`src/rtl/axis_burst_packer.sv`:
```
// Word FIFO feeding fixed-length, gap-free AXI-Stream bursts with tlast,
// zero-padded flush bursts and a per-burst destination address.
module axis_burst_packer #(
   parameter int unsigned BURST_LEN  = 5,
   parameter int unsigned FIFO_DEPTH = 16,
   parameter int unsigned ADDR_STEP  = BURST_LEN * 4
) (
   input  logic        clk,
   input  logic        rst_n,
   input  logic [31:0] in_data,
   input  logic        in_valid,
   output logic        in_ready,
   input  logic        flush,
   input  logic [31:0] base_addr,
   input  logic        base_load,
   output logic [31:0] tdata,
   output logic [3:0]  tkeep,
   output logic        tlast,
   output logic        tvalid,
   input  logic        tready,
   output logic [31:0] des_addr,
   output logic [15:0] burst_cnt,
   output logic        busy
);

   localparam int unsigned PTR_W  = $clog2(FIFO_DEPTH);
   localparam int unsigned CNT_W  = PTR_W + 1;
   localparam int unsigned BEAT_W = (BURST_LEN > 1) ? $clog2(BURST_LEN) : 1;

   typedef enum logic {
      S_IDLE,
      S_BURST
   } state_t;

   state_t             r_state;
   state_t             w_state_next;

   logic [31:0]        r_mem [FIFO_DEPTH];
   logic [PTR_W-1:0]   r_wptr;
   logic [PTR_W-1:0]   r_rptr;
   logic [CNT_W-1:0]   r_count;
   logic [CNT_W-1:0]   w_count_next;
   logic [BEAT_W-1:0]  r_beat;
   logic               r_flush_pending;
   logic [31:0]        r_des_addr;
   logic [15:0]        r_burst_cnt;

   logic               w_empty;
   logic               w_push;
   logic               w_pop;
   logic               w_hs;
   logic               w_last_hs;
   logic               w_flush_set;
   logic               w_flush_clr;

   assign w_empty   = (r_count == '0);
   assign in_ready  = (r_count < CNT_W'(FIFO_DEPTH)) && !r_flush_pending;
   assign w_push    = in_valid & in_ready;
   assign w_hs      = tvalid & tready;
   assign w_pop     = w_hs & !w_empty;
   assign w_last_hs = w_hs & tlast;

   // Pad beats only occur with flush pending, when no pushes can land.
   assign w_flush_set = flush & !w_empty;
   assign w_flush_clr = w_last_hs & (w_count_next == '0);

   always_comb begin
      w_count_next = r_count;
      case ({w_push, w_pop})
         2'b10:   w_count_next = r_count + CNT_W'(1);
         2'b01:   w_count_next = r_count - CNT_W'(1);
         default: w_count_next = r_count;
      endcase
   end

   always_ff @(posedge clk) begin
      if (w_push) begin
         r_mem[r_wptr] <= in_data;
      end
   end

   always_ff @(posedge clk or negedge rst_n) begin
      if (!rst_n) begin
         r_wptr  <= '0;
         r_rptr  <= '0;
         r_count <= '0;
      end else begin
         if (w_push) begin
            r_wptr <= r_wptr + PTR_W'(1);
         end
         if (w_pop) begin
            r_rptr <= r_rptr + PTR_W'(1);
         end
         r_count <= w_count_next;
      end
   end

   always_ff @(posedge clk or negedge rst_n) begin
      if (!rst_n) begin
         r_state <= S_IDLE;
      end else begin
         r_state <= w_state_next;
      end
   end

   // Launch on the post-push count so tvalid follows the filling push by one clock.
   always_comb begin
      w_state_next = r_state;
      case (r_state)
         S_IDLE: begin
            if ((w_count_next >= CNT_W'(BURST_LEN)) ||
                (r_flush_pending && (w_count_next != '0))) begin
               w_state_next = S_BURST;
            end
         end
         S_BURST: begin
            if (w_last_hs) begin
               w_state_next = S_IDLE;
            end
         end
         default: w_state_next = S_IDLE;
      endcase
   end

   always_comb begin
      tvalid = 1'b0;
      busy   = 1'b0;
      tlast  = 1'b0;
      tdata  = '0;
      tkeep  = '0;
      if (r_state == S_BURST) begin
         tvalid = 1'b1;
         busy   = 1'b1;
         tlast  = (r_beat == BEAT_W'(BURST_LEN - 1));
         if (!w_empty) begin
            tdata = r_mem[r_rptr];
            tkeep = '1;
         end
      end
   end

   always_ff @(posedge clk or negedge rst_n) begin
      if (!rst_n) begin
         r_beat <= '0;
      end else if (w_last_hs) begin
         r_beat <= '0;
      end else if (w_hs) begin
         r_beat <= r_beat + BEAT_W'(1);
      end
   end

   always_ff @(posedge clk or negedge rst_n) begin
      if (!rst_n) begin
         r_flush_pending <= 1'b0;
      end else if (w_flush_clr) begin
         r_flush_pending <= 1'b0;
      end else if (w_flush_set) begin
         r_flush_pending <= 1'b1;
      end
   end

   always_ff @(posedge clk or negedge rst_n) begin
      if (!rst_n) begin
         r_des_addr  <= '0;
         r_burst_cnt <= '0;
      end else begin
         if (w_last_hs) begin
            r_des_addr  <= r_des_addr + 32'(ADDR_STEP);
            r_burst_cnt <= r_burst_cnt + 16'd1;
         end else if ((r_state == S_IDLE) && base_load) begin
            r_des_addr <= base_addr;
         end
      end
   end

   assign des_addr  = r_des_addr;
   assign burst_cnt = r_burst_cnt;

endmodule

```
`config.mk`:
```
export PLATFORM = sky130hd
export DESIGN_NAME = axis_burst_packer
export DESIGN_NICKNAME = d
export VERILOG_FILES = /design/src/rtl/axis_burst_packer.sv
export SDC_FILE = /design/constraint.sdc
export NUM_CORES = 1
export LEC_CHECK = 0
export CORE_MARGIN = 2
export CORE_UTILIZATION = 31
export CTS_BUF_LIST = sky130_fd_sc_hd__clkbuf_8 sky130_fd_sc_hd__clkbuf_16
export CTS_CLUSTER_DIAMETER = 50
export DETAILED_ROUTE_END_ITERATION = 8
export DONT_BUFFER_PORTS = 1
export GPL_TIMING_DRIVEN = 0
export PLACE_DENSITY = 0.53
export SYNTH_ARGS = -nofsm -noshare
export SYNTH_HDL_FRONTEND = slang
export SYNTH_SLANG_ARGS = --single-unit
```
`constraint.sdc`:
```
create_clock -name clk -period 3.6 [get_ports clk]
set_clock_uncertainty 0.15 [all_clocks]
set_input_delay 1.08 -clock clk [delete_from_list [all_inputs] [get_ports clk]]
set_output_delay 1.08 -clock clk [all_outputs]
set_load 0.1 [all_outputs]
```
==> impl_metrics.toml <==
[die]
fp.dieH_um = 277
coreArea_um2 = 74200
die_x_um = 277
pin_count = 158
rows = 100
dieArea_um2 = 76900
start_util_pct = 31.2

[logic_synthesis]
ys_types = 53
synthArstFlopShare_pct = 11.4
synth_area_leaders = "edfxtp_1, mux4_2, dfrtp_1"
synth_area_um2 = 23100
synth_top_area_share_pct = 66.4
ys_ff_latch = 578
yosys.area.top_type = "edfxtp_1"
yosysSeqAreaShare_pct = 73.6
synth_edf_count = 512
ys_warn_count = 0
syn_inst = 1165
synth_fp_nets = 1246
syn_area_per_cell_um2 = 19.9
synth_flop_cell = "edfxtp_1"

[final_layout]
fin_area_um2 = 28400
final_common_cell = "edfxtp_1"
layoutNonFillerInstCount = 2309
drive_gt1_share_pct = 32.2
antennaDiodeCount = 0
area_growth_pct = 22.6
fin_nets = 1365
mostFrequentLayoutCells = "edfxtp_1, mux4_2, clkbuf_16"

[routing]
num_vias = 11900
drtIter0Drc = 1178
final_antenna_net_count = 0
wl_per_cell_um = 25.4
vias_per_cell = 5.16
wirelength_um = 58600
drc = 0
dr.pass1.iters = 5

[setup_path]
start_kind = "flip-flop"
criticalPathCategory = "flip-flop to output pin"
worst-endpoint-arrival_ns = 2.84
path_common_cell = "mux4_2"
end_kind = "output pin"
slowest_stage = "mux4_2"
crit_chain = "buf_6 > clkbuf_16 > buf_12 > mux4_2 > mux4_2 > and3_4"
path_max_fanout = 5
cp.required_ns = 2.37
slowest_delay_ns = 0.50

[clock_tree]
clock_latency_ns = 0.62
cts.htree.levels = 3
cts.clk_slew.worst_paths_ns = 0.06
cts_buffers = 74
cts_max_path_buffers = 3
cts_root_buf = "clkbuf_16"
cts_tree = "built"
cts_sinks = 578

[power_and_ir_drop]
peakVddDrop_mv = 0.461
leakage_nw = 9.24
powerDensity_nw_per_um2 = 918

[placed_design]
portBuffers = 0
dp_hpwl_um = 36500
numPlacedInstances = 2156
gp_congestion = 0.809
place_ws_ns = -0.863
place_area_um2 = 25000

[timing]
setup_viol = 35
rsz0062_at_grt = "yes"
fin_ws_ns = -0.474
finalMaxSlewViolations = 0
period_share_pct = 113
whs_ns = 0.0430
tightest_slew_ns = 1.16
fmax_mhz = 245
final.min_clock_period_ns = 4.07
slew_headroom_pct = 22.7
hold_viol_final = 0

[run_status]
violations = "negative setup slack"
outcome = "finished, violations left"

[global_routing]
grt_pass1_vias = 12400
grt_pass1_wl_um = 85100
grt_start_max_net_pins = 45
grt_use_total_pct = 15.2
antenna_found_initial = 0
overflow = 0

[min_path]
min_path_type = "primary input to asynchronous set/reset pin"

[job]
cap_violations = 0
[state kept, by name, summed over array words and instances, names as in the netlist, 3 cells and up]
signal,count
burst_cnt,16
des_addr,32
r_beat,3
r_count,5
r_rptr,4
r_mem,512
r_wptr,4
[worst max-delay path, delay by kind of cell, from the launching register on]
kind | cells | cell delay (ns)
AND/OR/NAND/NOR | 1 | 0.31
buffers and inverters | 3 | 0.47
multiplexers | 2 | 1.00
flip-flops | 1 | 0.43
[cell type report]
type / instances / area, µm²
clock buffer: 76 / 1890
buffer: 63 / 604
fill: 6651 / 45800
sequential: 578 / 17000
tap: 969 / 1210
clock inverter: 56 / 593
timing repair buffer: 48 / 948
inverter: 12 / 48.8
multi-input combinational: 507 / 6050
[cell families (layout without fill, tap and decap cells)]
logic type	Yosys count	in the layout	share of synthesized area, %
buf+inv	80	255	1.77
xor+xnor	26	26	0.984
flops	578	578	73.6
fa+ha+maj	11	11	0.595
compound gates	90	90	2.68
simple gates	217	217	4.70
mux	163	163	15.7
[metrics by stage]
| step | power (mW) | TNS (ns) | util (%) |
|---|---|---|---|
| final | 26.0 | -15.02 | 38.3 |
| after global routing | 27.0 | -17.75 | 38.3 |
| after CTS | 26.2 | -16.53 | 38.1 |
| after detailed placement | 17.7 | -28.58 | 33.7 |
| after global placement | 17.6 | -970.37 | 32.9 |
| after floorplan | 16.1 | -1.15 | - |
[cells in the mapped netlist (all sizes together), types with 3 or more instances]
cell type and n:
a21oi 12, a221o 8, a22oi 5, a31oi 7, and2 4, and3 38
and4 7, buf 32, clkbuf 36, dfrtp 66, edfxtp 512, ha 11
inv 12, mux2 3, mux4 160, nand2 66, nand2b 6, nand3 19
nand4 12, nor2 37, nor3 13, nor3b 4, o211ai 8, o21ai 25
o311ai 12, xnor2 22, xor2 4
[metal layers]
layer  share of wire (%)  vias up  GRT usage (%)
li1                    -     5063              -
met1                  41     6309           19.5
met2                  48      438           24.8
met3                 8.7       94           5.08
met4                 2.2        0           3.72
met5                   0        -              0
[repair_timing]
action | 4_1_cts | 5_1_grt
setup buffers | 14 | 2
hold endpoints to repair | 44 | 0
resized for setup | 178 | 9
pin swaps | 4 | 5
hold buffers | 1 | 0
gates cloned | 4 | 5
endpoints found under the setup margin | 37 | 35
[power by group]
group | switching (mW) | internal (mW) | total [mW]
sequential | 1.75 | 7.55 | 9.30
clock | 2.91 | 4.43 | 7.34
combinational | 5.88 | 3.52 | 9.40
total | 10.5 | 15.5 | 26.0
[worst paths after layout]
kind,startpoint,endpoint,slack (ns),cells after the start
min reg2reg,r_beat[2],r_beat[2],0.41,1
max,r_rptr[0],tdata[24],-0.47,6
min,rst_n,burst_cnt[10],0.04,0
min in group clk,in_data[23],r_mem[7][23],0.40,0
max in group asynchronous,rst_n,des_addr[1],2.87,1
max reg2reg,r_state,r_state,0.22,8
No activity file was read; power rests on OpenSTA's default activity.
